## src/rtl/lzd48_arbiter_if.sv

```systemverilog
// Request, result and detector signal bundle for lzd48_arbiter.
// res0_norm/res1_norm are present only when LZDARB_NORM_EN is defined.
interface lzd48_arbiter_if;
   logic        req0_valid;
   logic        req0_ready;
   logic [47:0] req0_data;
   logic        req1_valid;
   logic        req1_ready;
   logic [47:0] req1_data;

   logic        res0_valid;
   logic        res0_ready;
   logic [5:0]  res0_cnt;
   logic        res0_zero;
   logic        res1_valid;
   logic        res1_ready;
   logic [5:0]  res1_cnt;
   logic        res1_zero;
`ifdef LZDARB_NORM_EN
   logic [47:0] res0_norm;
   logic [47:0] res1_norm;
`endif

   logic [47:0] lzd_a;
   logic [5:0]  lzd_p;
   logic        lzd_v;

   // master: requesters, result consumers and the shared detector
   modport master (
      output req0_valid, req0_data, req1_valid, req1_data,
      output res0_ready, res1_ready,
      output lzd_p, lzd_v,
      input  req0_ready, req1_ready,
      input  res0_valid, res0_cnt, res0_zero,
      input  res1_valid, res1_cnt, res1_zero,
`ifdef LZDARB_NORM_EN
      input  res0_norm, res1_norm,
`endif
      input  lzd_a
   );

   modport slave (
      input  req0_valid, req0_data, req1_valid, req1_data,
      input  res0_ready, res1_ready,
      input  lzd_p, lzd_v,
      output req0_ready, req1_ready,
      output res0_valid, res0_cnt, res0_zero,
      output res1_valid, res1_cnt, res1_zero,
`ifdef LZDARB_NORM_EN
      output res0_norm, res1_norm,
`endif
      output lzd_a
   );
endinterface

```

## src/rtl/lzd48_arbiter.sv

```systemverilog
// Two-requester round-robin front end for a shared pipelined 48-bit leading-zero detector.
// Define LZDARB_NORM_EN to also return the normalized operand (res0_norm/res1_norm).
module lzd48_arbiter #(
   parameter int LZD_LAT    = 6,
   parameter int FIFO_DEPTH = 4
) (
   input  logic           clk,
   input  logic           rst_n,
   lzd48_arbiter_if.slave bus
);
   localparam int CW = $clog2(FIFO_DEPTH + 1);
   localparam int PW = $clog2(FIFO_DEPTH);

   logic [1:0]  req_valid;
   logic [47:0] req_data [2];
   logic [1:0]  res_ready;
   logic [1:0]  res_valid;
   logic [5:0]  res_cnt [2];
   logic [1:0]  res_zero;
   logic [1:0]  eligible;
   logic [1:0]  grant;
   logic        issue;
   logic        issue_id;
   logic        last_reg;
   logic [47:0] lzd_a_reg;

   assign req_valid   = {bus.req1_valid, bus.req0_valid};
   assign req_data[0] = bus.req0_data;
   assign req_data[1] = bus.req1_data;
   assign res_ready   = {bus.res1_ready, bus.res0_ready};

   // Round robin: on a conflict the requester that did not win last time goes.
   always_comb begin
      grant = eligible;
      if (&eligible) begin
         grant = last_reg ? 2'b01 : 2'b10;
      end
   end

   assign issue          = |grant;
   assign issue_id       = grant[1];
   assign bus.req0_ready = grant[0];
   assign bus.req1_ready = grant[1];
   assign bus.lzd_a      = lzd_a_reg;

   always_ff @(posedge clk) begin
      if (!rst_n) begin
         lzd_a_reg <= '0;
         last_reg  <= 1'b1;
      end else if (issue) begin
         lzd_a_reg <= req_data[issue_id];
         last_reg  <= issue_id;
      end
   end

   // Tag line: stage LZD_LAT lines up with the detector output for that operand.
   logic [LZD_LAT:0] tag_v_reg;
   logic [LZD_LAT:0] tag_id_reg;

   always_ff @(posedge clk) begin
      if (!rst_n) begin
         tag_v_reg  <= '0;
         tag_id_reg <= '0;
      end else begin
         tag_v_reg  <= {tag_v_reg[LZD_LAT-1:0], issue};
         tag_id_reg <= {tag_id_reg[LZD_LAT-1:0], issue_id};
      end
   end

   logic       cap_v;
   logic       cap_id;
   logic [5:0] cap_cnt;
   logic       cap_zero;

   assign cap_v    = tag_v_reg[LZD_LAT];
   assign cap_id   = tag_id_reg[LZD_LAT];
   assign cap_cnt  = bus.lzd_v ? bus.lzd_p : 6'd48;
   assign cap_zero = !bus.lzd_v;

`ifdef LZDARB_NORM_EN
   logic [47:0] op_reg [LZD_LAT+1];
   logic [47:0] cap_norm;
   logic [47:0] res_norm [2];

   // Operand copy travels beside the tag; only entries with a valid tag are consumed.
   always_ff @(posedge clk) begin
      op_reg[0] <= req_data[issue_id];
      for (int i = 1; i <= LZD_LAT; i++) begin
         op_reg[i] <= op_reg[i-1];
      end
   end

   assign cap_norm      = op_reg[LZD_LAT] << cap_cnt;
   assign bus.res0_norm = res_norm[0];
   assign bus.res1_norm = res_norm[1];
`endif

   genvar gi;
   generate
      for (gi = 0; gi < 2; gi++) begin : g_res
         logic [5:0]    mem_cnt  [FIFO_DEPTH];
         logic          mem_zero [FIFO_DEPTH];
         logic [PW-1:0] wr_ptr_reg;
         logic [PW-1:0] rd_ptr_reg;
         logic [CW-1:0] count_reg;
         logic [CW-1:0] credit_reg;
         logic [CW-1:0] credit_next;
         logic          wr_en;
         logic          rd_en;

         assign wr_en         = cap_v && (cap_id == 1'(gi));
         assign rd_en         = res_valid[gi] && res_ready[gi];
         assign res_valid[gi] = (count_reg != '0);
         assign res_cnt[gi]   = res_valid[gi] ? mem_cnt[rd_ptr_reg] : 6'd0;
         assign res_zero[gi]  = res_valid[gi] ? mem_zero[rd_ptr_reg] : 1'b0;
         assign eligible[gi]  = rst_n && req_valid[gi] && (credit_reg != '0);

         always_ff @(posedge clk) begin
            if (wr_en) begin
               mem_cnt[wr_ptr_reg]  <= cap_cnt;
               mem_zero[wr_ptr_reg] <= cap_zero;
            end
         end

`ifdef LZDARB_NORM_EN
         logic [47:0] mem_norm [FIFO_DEPTH];

         always_ff @(posedge clk) begin
            if (wr_en) begin
               mem_norm[wr_ptr_reg] <= cap_norm;
            end
         end

         assign res_norm[gi] = res_valid[gi] ? mem_norm[rd_ptr_reg] : 48'd0;
`endif

         // A credit covers one slot from issue until its result is popped,
         // so the FIFO cannot be full when a result lands.
         always_comb begin
            credit_next = credit_reg;
            case ({grant[gi], rd_en})
               2'b10:   credit_next = credit_reg - CW'(1);
               2'b01:   credit_next = credit_reg + CW'(1);
               default: credit_next = credit_reg;
            endcase
         end

         always_ff @(posedge clk) begin
            if (!rst_n) begin
               wr_ptr_reg <= '0;
               rd_ptr_reg <= '0;
               count_reg  <= '0;
               credit_reg <= CW'(FIFO_DEPTH);
            end else begin
               credit_reg <= credit_next;
               if (wr_en) begin
                  wr_ptr_reg <= wr_ptr_reg + PW'(1);
               end
               if (rd_en) begin
                  rd_ptr_reg <= rd_ptr_reg + PW'(1);
               end
               case ({wr_en, rd_en})
                  2'b10:   count_reg <= count_reg + CW'(1);
                  2'b01:   count_reg <= count_reg - CW'(1);
                  default: count_reg <= count_reg;
               endcase
            end
         end
      end
   endgenerate

   assign bus.res0_valid = res_valid[0];
   assign bus.res1_valid = res_valid[1];
   assign bus.res0_cnt   = res_cnt[0];
   assign bus.res1_cnt   = res_cnt[1];
   assign bus.res0_zero  = res_zero[0];
   assign bus.res1_zero  = res_zero[1];
endmodule
```

## src/flat_wrapper.sv

```systemverilog
// flat-port wrapper written by rule: the top's interface ports become plain ports
module lzd48_arbiter_flat 
#(
   parameter int LZD_LAT    = 6,
   parameter int FIFO_DEPTH = 4
)
  (clk, rst_n, bus_req0_valid, bus_req0_data, bus_req1_valid, bus_req1_data, bus_res0_ready, bus_res1_ready, bus_lzd_p, bus_lzd_v, bus_req0_ready, bus_req1_ready, bus_res0_valid, bus_res0_cnt, bus_res0_zero, bus_res1_valid, bus_res1_cnt, bus_res1_zero, bus_lzd_a);
  lzd48_arbiter_if bus_i ();
  input  logic clk;
  input  logic rst_n;
  input wire logic [$bits(bus_i.req0_valid)-1:0] bus_req0_valid;
  input wire logic [$bits(bus_i.req0_data)-1:0] bus_req0_data;
  input wire logic [$bits(bus_i.req1_valid)-1:0] bus_req1_valid;
  input wire logic [$bits(bus_i.req1_data)-1:0] bus_req1_data;
  input wire logic [$bits(bus_i.res0_ready)-1:0] bus_res0_ready;
  input wire logic [$bits(bus_i.res1_ready)-1:0] bus_res1_ready;
  input wire logic [$bits(bus_i.lzd_p)-1:0] bus_lzd_p;
  input wire logic [$bits(bus_i.lzd_v)-1:0] bus_lzd_v;
  output wire logic [$bits(bus_i.req0_ready)-1:0] bus_req0_ready;
  output wire logic [$bits(bus_i.req1_ready)-1:0] bus_req1_ready;
  output wire logic [$bits(bus_i.res0_valid)-1:0] bus_res0_valid;
  output wire logic [$bits(bus_i.res0_cnt)-1:0] bus_res0_cnt;
  output wire logic [$bits(bus_i.res0_zero)-1:0] bus_res0_zero;
  output wire logic [$bits(bus_i.res1_valid)-1:0] bus_res1_valid;
  output wire logic [$bits(bus_i.res1_cnt)-1:0] bus_res1_cnt;
  output wire logic [$bits(bus_i.res1_zero)-1:0] bus_res1_zero;
  output wire logic [$bits(bus_i.lzd_a)-1:0] bus_lzd_a;
  assign bus_i.req0_valid = bus_req0_valid;
  assign bus_i.req0_data = bus_req0_data;
  assign bus_i.req1_valid = bus_req1_valid;
  assign bus_i.req1_data = bus_req1_data;
  assign bus_i.res0_ready = bus_res0_ready;
  assign bus_i.res1_ready = bus_res1_ready;
  assign bus_i.lzd_p = bus_lzd_p;
  assign bus_i.lzd_v = bus_lzd_v;
  assign bus_req0_ready = bus_i.req0_ready;
  assign bus_req1_ready = bus_i.req1_ready;
  assign bus_res0_valid = bus_i.res0_valid;
  assign bus_res0_cnt = bus_i.res0_cnt;
  assign bus_res0_zero = bus_i.res0_zero;
  assign bus_res1_valid = bus_i.res1_valid;
  assign bus_res1_cnt = bus_i.res1_cnt;
  assign bus_res1_zero = bus_i.res1_zero;
  assign bus_lzd_a = bus_i.lzd_a;
  lzd48_arbiter #(.LZD_LAT(LZD_LAT), .FIFO_DEPTH(FIFO_DEPTH)) u_core (.clk(clk), .rst_n(rst_n), .bus(bus_i));
endmodule
```

## config.mk

```make
export PLATFORM = sky130hd
export DESIGN_NAME = lzd48_arbiter_flat
export DESIGN_NICKNAME = d
export VERILOG_FILES = /design/src/rtl/lzd48_arbiter_if.sv /design/src/rtl/lzd48_arbiter.sv /design/src/flat_wrapper.sv
export SDC_FILE = /design/constraint.sdc
export NUM_CORES = 1
export LEC_CHECK = 0
export ABC_CLOCK_PERIOD_IN_PS = 2900
export CAP_MARGIN = 10
export CORE_MARGIN = 3
export CORE_UTILIZATION = 45
export CTS_CLUSTER_DIAMETER = 200
export DETAILED_ROUTE_END_ITERATION = 7
export PLACE_DENSITY = 0.77
export SLEW_MARGIN = 5
export SYNTH_ARGS = -nofsm -noshare
export SYNTH_HDL_FRONTEND = slang
export SYNTH_SLANG_ARGS = --single-unit
```

## constraint.sdc

```tcl
create_clock -name clk -period 2.9 [get_ports clk]
set_input_delay 0.435 -clock clk [delete_from_list [all_inputs] [get_ports clk]]
set_output_delay 0.435 -clock clk [all_outputs]
set_load 0.02 [all_outputs]
```

==> flow_summary.json, run 1 <==
{
  "fin_crit_ns": 2.74,
  "root_buffer": "clkbuf_16",
  "power_switching_mw": 1.34,
  "fin_ws_ns": 0.164,
  "grt_pass1_vias": 4677,
  "timing_hold_violations_final": 0,
  "cp-end-kind": "output pin",
  "wirelength_mm": 14.3,
  "power.total_mw": 5.39,
  "status": "completed",
  "setup_viol": 0,
  "fp.dieH_microns": 120,
  "synth_area_leaders": "dfxtp_1, edfxtp_1, nand2_1",
  "hp-class": "in -> reg",
  "synth_top_area_cell": "dfxtp_1",
  "peakVddDrop_v": 0.000357,
  "synth_xor_area_share_pct": 2.09,
  "hold_depth": 2,
  "fill_cells": 1010,
  "clockBufferDepth": 2,
  "area_growth_pct": 41.0,
  "grt_overflow_total": 0,
  "synth_nets": 657,
  "relSlewSlack_pct": 59.8,
  "synthAdderAreaFrac_pct": 3.93,
  "postCtsSetupBuffers": 0,
  "synth_cell_types": 30,
  "fin_nets": 818,
  "power.internal_mw": 4.04,
  "synthMuxAreaShare_pct": 5.73,
  "synth_area_per_cell_sq_um": 11.0,
  "cp-start-kind": "register",
  "ios": 175,
  "drc_errors": 0,
  "tightest_slew_ns": 0.603,
  "rsz0062_at_grt": "no",
  "ys_ff_latch": 143,
  "yosysWarnings": 0,
  "viasPerCell": 5.06,
  "yosysSeqAreaShare_pct": 58.4,
  "netlist_area_sq_mm": 0.00586,
  "comb_power_share_pct": 17.2,
  "antenna_found_initial": 0,
  "worstHoldStart": "rst_n",
  "pwr-share-clk_pct": 39.8,
  "skew_ns": 0.00990,
  "swShare_pct": 24.9,
  "worstPathRequired_ns": 2.47,
  "ctsResizeCount": 0,
  "cts_tree": "built",
  "maxCapViolations": 0,
  "power_density_mw_per_mm2": 652,
  "die_area_sq_mm": 0.0144,
  "synth_top_family_by_area": "simple AND/OR/NAND/NOR gates",
  "port_buffers": 174,
  "num_vias": 4441,
  "worst-setup-path-type": "reg -> out",
  "cts_htree_levels": 4,
  "dpl_worst_slack_ns": 0.297,
  "grt_pass1_wl_mm": 22.8,
  "tns_ns": 0,
  "worstPathArrival_ns": 2.30,
  "grt_max_degree": 98,
  "synth_top_area_share_pct": 29.7,
  "slowest_stage": "dfxtp_1",
  "start_util_pct": 46.2,
  "drtIter0Drc": 335,
  "drtPass1Iterations": 6,
  "seqPwrFrac_pct": 43.0,
  "worstReg2RegEnd": "u_core.g_res[1].count_reg[2]$_SDFFE_PN0P_",
  "hold_buffers": 0,
  "drv_slew": 0,
  "row_count": 41,
  "synth_compound_gate_area_share_pct": 11.1,
  "timing.rr.start": "u_core.g_res[1].count_reg[0]$_SDFFE_PN0P_",
  "fmax_mhz": 365,
  "clock-sinks": 143,
  "path_max_fanout": 7,
  "core-area_sq_mm": 0.0127,
  "place_inst": 846,
  "grt.total_usage_pct": 20.4,
  "slowest_delay_ns": 0.62,
  "period_share_pct": 94.4,
  "drive_above_1_share_pct": 7.37,
  "ant_nets": 0,
  "worstPathCellList": "mux4_2, and2_1, clkdlybuf4s50_1",
  "cts.clk_slew.worst_paths_ns": 0.06,
  "chipWidth_microns": 120,
  "wire_per_inst_microns": 16.3,
  "reg2reg_slack_ns": 0.56,
  "insertion_delay_ns": 0.41,
  "whs_endpoint": "u_core.last_reg$_SDFFE_PN1P_",
  "r2r_cells": 8,
  "cts_buffers": 17,
  "power.leakage_nw": 3.06,
  "syn_inst": 532,
  "place_hpwl_mm": 10.0,
  "place.gp.congestion": 0.767,
  "diodes": 0,
  "synth_simple_gate_area_share_pct": 14.3,
  "final_cells": 878
}
-- synthesized netlist by cell type --
cell type / n
nand2_1: 104
dfxtp_1: 87
edfxtp_1: 56
a21oi_1: 49
a31oi_1: 48
and2_1: 46
inv_1: 17
clkbuf_1: 15
mux4_2: 14
buf_2: 12
ha_1: 12
xnor2_1: 10
nor2b_1: 8
o21ai_0: 7
or3_1: 6
nand3_1: 5
and3_1: 4
buf_1: 4
buf_6: 4
fa_1: 4
xor2_1: 4
a21boi_0: 3
nand2b_1: 3
buf_4: 2
mux2i_1: 2
o311a_1: 2
inv_2: 1
nor2_1: 1
o21ai_2: 1
o311ai_2: 1
-- metrics by stage --
stage | utilization, % | hold WS (ns) | cell area [sq um]
after detailed placement | 60.6 | 0.422 | 7680
after global placement | 60.6 | 0.415 | 7680
after floorplan | - | 0.412 | 5860
after global routing | 65.2 | 0.418 | 8260
after CTS | 65.2 | 0.383 | 8260
final | 65.2 | 0.386 | 8260
-- how the worst max path moves through the flow --
stage                                                          from                                          to  slack, ns  depth (start not counted)
after global placement                               bus_req0_valid  u_core.g_res[1].credit_reg[2]$_SDFFE_PN1P_       0.36                          9
after floorplan           u_core.g_res[0].count_reg[0]$_SDFFE_PN0P_   u_core.g_res[0].count_reg[2]$_SDFFE_PN0P_       0.65                          9
final                                                      register                             bus_res0_cnt[0]       0.16                          3
after detailed placement                             bus_req0_valid  u_core.g_res[1].credit_reg[2]$_SDFFE_PN1P_       0.30                          9
after global routing                                       register                             bus_res0_cnt[0]       0.03                          3
after CTS                                                  register                             bus_res0_cnt[0]       0.09                          3
-- power groups by stage --
stage / clock network [mW] / logic, mW / registers (mW)
final: 2.14 / 0.924 / 2.32
after CTS: 2.18 / 0.932 / 2.32
after floorplan: 0 / 0.300 / 2.50
after global routing: 2.28 / 0.999 / 2.34
after detailed placement: 0 / 0.922 / 2.36
after global placement: 0 / 0.908 / 2.35
-- layout by cell type, fill, tap and decap left out, types with 8 or more instances in the layout --
| cell type | n |
|---|---|
| clkdlybuf4s50_1 | 173 |
| nand2_1 | 104 |
| dfxtp_1 | 87 |
| edfxtp_1 | 56 |
| a21oi_1 | 49 |
| a31oi_1 | 48 |
| and2_1 | 46 |
| inv_1 | 17 |
| clkbuf_16 | 17 |
| mux4_2 | 14 |
| ha_1 | 12 |
| xnor2_1 | 10 |
| nor2b_1 | 8 |
-- per-layer routing --
metal | part of all wire [%] | GRT usage [%] | vias to the layer above
met5 | 0 | 0 | -
met4 | 1.7 | 7.44 | 0
met3 | 10 | 9.99 | 18
met2 | 50 | 35.3 | 163
met1 | 38 | 21.5 | 2088
li1 | - | - | 2172
-- area by class of cell --
type,instances,area [sq um],area share (%)
tap,172,215,2.61
inverter,18,67.6,0.818
clock buffer,21,440,5.33
clock inverter,11,141,1.71
sequential,143,3420,41.4
timing repair buffer,179,1790,21.6
multi-input combinational,334,2180,26.5
-- critical path, delay by kind of cell, from the launching register on --
family	cells	cell delay [ns]
flip-flops	1	0.62
multiplexers	1	0.57
AND/OR/NAND/NOR	1	0.18
buffers and inverters	1	0.53
-- cells by family (layout without fill, tap and decap cells) --
logic type,Yosys count,count (layout)
muxes,16,16
adders and majority gates,16,16
DFF,143,143
AOI/OAI and AO/OA,111,111
buffers and inverters,55,229
xor gates and xnor gates,14,14
and+or+nand+nor,177,177
Power figures use the tool's default switching activity.
==> inputs of run 2 (changes only) <==
Settings changed: CORE_UTILIZATION 45 to 47, PLACE_DENSITY 0.77 to 0.79.
==> run 2 against run 1 <==
Against the previous run:
- largest power group unchanged
- routed wire length grew 2.0%
- clock power down 11%
- combinational power barely moved
- design area fell by 0.74%
==> flow_summary.json, run 2 (synthesized netlist as in run 1, its figures left out) <==
{
  "ios": 175,
  "place_inst": 845,
  "most-common-layout-cells": "clkdlybuf4s50_1, nand2_1, dfxtp_1",
  "cts.clk_slew.worst_paths_ns": 0.06,
  "power_switching_mw": 1.30,
  "worst-setup-path-type": "reg -> out",
  "grt-busiest-layer": "met2",
  "timing.rr.start": "u_core.g_res[0].count_reg[0]$_SDFFE_PN0P_",
  "timing.hold.ws_ns": 0.314,
  "path_max_fanout": 7,
  "drv_slew": 0,
  "viasPerCell": 5.09,
  "tns_ns": 0,
  "fmax_mhz": 363,
  "rsz0062_at_grt": "no",
  "reg2reg_slack_ns": 0.57,
  "grt_max_degree": 50,
  "fp.dieH_microns": 118,
  "diodes": 0,
  "cp-start-kind": "register",
  "worstPathRequired_ns": 2.47,
  "maxCapViolations": 0,
  "antenna_found_initial": 0,
  "power_density_mw_per_mm2": 629,
  "grt_pass1_vias": 4528,
  "ant_nets": 0,
  "root_buffer": "clkbuf_16",
  "start_util_pct": 48.4,
  "grt_pass1_wl_mm": 22.8,
  "worstHoldStart": "rst_n",
  "place_hpwl_mm": 10.6,
  "place.gp.congestion": 0.841,
  "final_common_cell": "clkdlybuf4s50_1",
  "cts_htree_levels": 4,
  "ctsResizeCount": 0,
  "clock-sinks": 143,
  "worstReg2RegEnd": "u_core.g_res[0].count_reg[2]$_SDFFE_PN0P_",
  "fin_nets": 821,
  "tightest_slew_ns": 0.514,
  "met1_usage_pct": 22.5,
  "whs_endpoint": "u_core.g_res[1].credit_reg[2]$_SDFFE_PN1P_",
  "drive_above_1_share_pct": 6.91,
  "status": "completed",
  "worstPathArrival_ns": 2.32,
  "wirelength_mm": 14.6,
  "cts_tree": "built",
  "pwr-share-clk_pct": 37.0,
  "drtPass1Iterations": 4,
  "grt.total_usage_pct": 21.1,
  "row_count": 40,
  "port_buffers": 174,
  "slowest_delay_ns": 0.63,
  "hold_depth": 2,
  "die_area_sq_mm": 0.0138,
  "hold_buffers": 0,
  "swShare_pct": 25.2,
  "worstPathCellList": "mux4_2, and2_1, clkdlybuf4s50_1",
  "cp-end-kind": "output pin",
  "wire_per_inst_microns": 16.6,
  "core-area_sq_mm": 0.0121,
  "comb_power_share_pct": 18.0,
  "skew_ns": 0.00602,
  "drc_errors": 0,
  "power.internal_mw": 3.85,
  "fin_crit_ns": 2.75,
  "cts_buffers": 17,
  "area_growth_pct": 40.0,
  "drtIter0Drc": 285,
  "relSlewSlack_pct": 65.7,
  "num_vias": 4462,
  "grt_use_met3_pct": 10.8,
  "hp-class": "in -> reg",
  "peakVddDrop_v": 0.000444,
  "r2r_cells": 8,
  "grt_use_met2_pct": 35.9,
  "timing_hold_violations_final": 0,
  "grt_overflow_total": 0,
  "final_cells": 877,
  "insertion_delay_ns": 0.41,
  "clockBufferDepth": 2,
  "postCtsSetupBuffers": 0,
  "setup_viol": 0,
  "slowest_stage": "dfxtp_1",
  "chipWidth_microns": 118,
  "seqPwrFrac_pct": 45.0,
  "period_share_pct": 95.0,
  "final_core_utilization_pct": 67.7,
  "power.leakage_nw": 3.04
}
## run 2: cell types whose count changed in the layout (fill, tap and decap cells not counted)
cell        delta
buf_12         -1
clkinvlp_4     -2
bufinv_16      -2
clkinv_4       -1
clkinv_2       -1
buf_4          +4
clkbuf_1       +1
clkinv_1       +5
## run 2: cell type report
cell class	instances	area [sq um]
inverter	18	67.6
clock inverter	10	71.3
sequential	143	3420
clock buffer	22	444
tap	168	210
multi-input combinational	334	2180
fill	926	3910
timing repair buffer	182	1800
## run 2: how the worst max path moves through the flow
| stage | depth (start not counted) | startpoint | end |
|---|---|---|---|
| CTS | 3 | register | bus_res0_zero |
| global route | 3 | register | bus_res0_cnt[0] |
| floorplan | 9 | u_core.g_res[0].count_reg[0]$_SDFFE_PN0P_ | u_core.g_res[0].count_reg[2]$_SDFFE_PN0P_ |
| global placement | 10 | bus_req1_valid | u_core.g_res[0].credit_reg[2]$_SDFFE_PN1P_ |
| finish | 3 | register | bus_res0_zero |
| detailed placement | 9 | bus_req0_valid | u_core.g_res[1].credit_reg[2]$_SDFFE_PN1P_ |
## run 2: stage by stage
step | setup slack, ns | area, sq um | power [mW]
finish | 0.146 | 8200 | 5.15
global placement | 0.382 | 7680 | 3.26
global route | 0.00000266 | 8200 | 5.37
floorplan | 0.646 | 5860 | 2.80
detailed placement | 0.322 | 7680 | 3.28
CTS | 0.0821 | 8200 | 5.20
## run 2: per-layer routing
layer / share of wire [%] / wire (microns)
met4: 2.4 / 354
met2: 50 / 7270
met1: 38 / 5560
met3: 9.5 / 1380
met5: 0 / 0
## run 2: power groups by stage
stage / clock network, mW / logic (mW) / registers (mW)
after floorplan: 0 / 0.300 / 2.50
after global placement: 0 / 0.910 / 2.35
after detailed placement: 0 / 0.923 / 2.36
after CTS: 1.95 / 0.931 / 2.32
after global routing: 2.04 / 0.997 / 2.34
final: 1.91 / 0.926 / 2.32
## run 2: critical path, delay by kind of cell, from the launching register on
family | cells | cell delay, ns
muxes | 1 | 0.58
and+or+nand+nor | 1 | 0.17
DFF | 1 | 0.63
buffers and inverters | 1 | 0.53
==> inputs of run 3 (changes only) <==
Settings changed: CORE_UTILIZATION 47 to 49, CTS_BUF_LIST set to sky130_fd_sc_hd__clkbuf_4 sky130_fd_sc_hd__clkbuf_8, PLACE_DENSITY 0.79 to 0.93.
==> run 3 against run 2 <==
Against the previous run:
- routed wire length rose by 2.5%
- die area shrank 3.9%
- design area shrank 1.8%
- sequential power about the same
- non-clock buffer count unchanged
- via count increased by 3.6%
- register-to-register slack worse by 0.08 ns
- sequential share of layout area increased by 0.80 points
- count of clock-buffer cells in the layout shrank 4
- maximum frequency is 5.4% higher
- combinational power grew 2%
- critical path depth unchanged
- largest power group unchanged
==> flow_summary.json, run 3 (synthesized netlist as in run 1, its figures left out) <==
{
  "comb_power_share_pct": 19.8,
  "drive_above_1_share_pct": 8.60,
  "fp.dieH_microns": 115,
  "place_inst": 820,
  "most-common-layout-cells": "clkdlybuf4s50_1, nand2_1, dfxtp_1",
  "period_share_pct": 90.1,
  "reg2reg_slack_ns": 0.49,
  "fin_nets": 821,
  "status": "completed",
  "hp-class": "reg -> reg",
  "whs_endpoint": "u_core.tag_id_reg[3]$_SDFF_PN0_",
  "pwr-share-clk_pct": 31.6,
  "power.internal_mw": 3.41,
  "grt.total_usage_pct": 23.1,
  "drv_slew": 0,
  "hold_buffers": 0,
  "worst-setup-path-type": "reg -> out",
  "worstPathArrival_ns": 2.18,
  "grt_pass1_vias": 4872,
  "num_vias": 4621,
  "ant_nets": 0,
  "insertion_delay_ns": 0.45,
  "slowest_delay_ns": 0.53,
  "power.leakage_nw": 2.99,
  "antenna_found_initial": 1,
  "worstReg2RegEnd": "u_core.g_res[1].count_reg[2]$_SDFFE_PN0P_",
  "die_area_sq_mm": 0.0133,
  "fmax_mhz": 383,
  "worstHoldStart": "u_core.tag_id_reg[2]$_SDFF_PN0_",
  "chipWidth_microns": 115,
  "row_count": 39,
  "place.gp.congestion": 0.874,
  "root_buffer": "clkbuf_8",
  "drtPass1Iterations": 5,
  "port_buffers": 174,
  "power_switching_mw": 1.35,
  "worstPathCellList": "mux4_2, and2_1, clkdlybuf4s50_1",
  "slowest_stage": "mux4_2",
  "cts_htree_levels": 4,
  "viasPerCell": 5.42,
  "swShare_pct": 28.3,
  "drtIter0Drc": 309,
  "place_hpwl_mm": 11.0,
  "cts_buffers": 17,
  "critPathBufInv": 1,
  "r2r_cells": 8,
  "fill_cells": 777,
  "timing_hold_violations_final": 0,
  "path_max_fanout": 7,
  "start_util_pct": 50.6,
  "cp-start-kind": "register",
  "worstPathRequired_ns": 2.47,
  "timing.rr.start": "u_core.g_res[1].count_reg[0]$_SDFFE_PN0P_",
  "final_cells": 853,
  "peakVddDrop_v": 0.000460,
  "ios": 175,
  "cp-end-kind": "output pin",
  "clock-sinks": 143,
  "cts_tree": "built",
  "cts.clk_slew.worst_paths_ns": 0.09,
  "maxCapViolations": 0,
  "power_density_mw_per_mm2": 591,
  "skew_ns": 0.0107,
  "setup_viol": 0,
  "grt_pass1_wl_mm": 23.4,
  "area_growth_pct": 37.4,
  "tns_ns": 0,
  "wirelength_mm": 14.9,
  "final_common_cell": "clkdlybuf4s50_1",
  "cp.depth": 3,
  "seqPwrFrac_pct": 48.7,
  "cp_top_family": "multiplexers",
  "hold_depth": 1,
  "core-area_sq_mm": 0.0116,
  "relSlewSlack_pct": 66.7,
  "fin_crit_ns": 2.61,
  "drc_errors": 0,
  "wire_per_inst_microns": 17.5,
  "grt_max_degree": 71,
  "rsz0062_at_grt": "no",
  "grt_overflow_total": 0,
  "clockBufferDepth": 2,
  "tightest_slew_ns": 0.500
}
==> run 3: how the worst max path moves through the flow <==
stage / end / slack (ns)
5_1_grt: bus_res1_cnt[2] / 0.17
3_3_place_gp: u_core.g_res[0].credit_reg[2]$_SDFFE_PN1P_ / 0.33
4_1_cts: bus_res1_cnt[0] / 0.06
6_report: bus_res1_cnt[0] / 0.29
2_1_floorplan: u_core.g_res[0].count_reg[2]$_SDFFE_PN0P_ / 0.65
3_5_place_dp: u_core.g_res[0].credit_reg[2]$_SDFFE_PN1P_ / 0.23
==> run 3: per-stage QoR <==
stage,total power [mW],cell area [sq um],setup slack [ns],hold WS [ns],util [%]
after floorplan,2.80,5860,0.646,0.412,-
after global placement,3.26,7660,0.329,0.414,66.3
after detailed placement,3.29,7660,0.228,0.422,66.3
after CTS,4.79,8040,0.0604,0.409,69.6
after global routing,4.97,8050,0.167,0.408,69.6
final,4.76,8050,0.287,0.428,69.6
==> run 3: power groups by stage <==
stage,registers (mW),clock network [mW],logic [mW]
after global routing,2.33,1.63,1.01
after global placement,2.35,0,0.908
final,2.32,1.50,0.941
after floorplan,2.50,0,0.300
after CTS,2.31,1.53,0.942
after detailed placement,2.36,0,0.932
==> run 3: layer usage <==
layer,vias to the layer above,GRT usage [%],share of wire (%)
met5,-,0,0
met4,0,10.8,3.0
met3,38,12.3,11
met2,194,39.2,51
met1,2205,23.3,35
li1,2184,-,-
==> run 3: layout make-up <==
cell class / instances / area (sq um) / share of cell area (%)
Tap cell: 143 / 179 / 2.22
Multi-Input combinational cell: 334 / 2180 / 27.1
Antenna cell: 1 / 2.50 / 0.0311
Inverter: 18 / 67.6 / 0.839
Clock inverter: 14 / 133 / 1.65
Timing Repair Buffer: 182 / 1810 / 22.5
Clock buffer: 18 / 248 / 3.08
Sequential cell: 143 / 3430 / 42.6
==> run 3: timing repair <==
action	4_1_cts	5_1_grt
buffers inserted	0	0
setup endpoints to repair	0	12
resized for setup	0	2
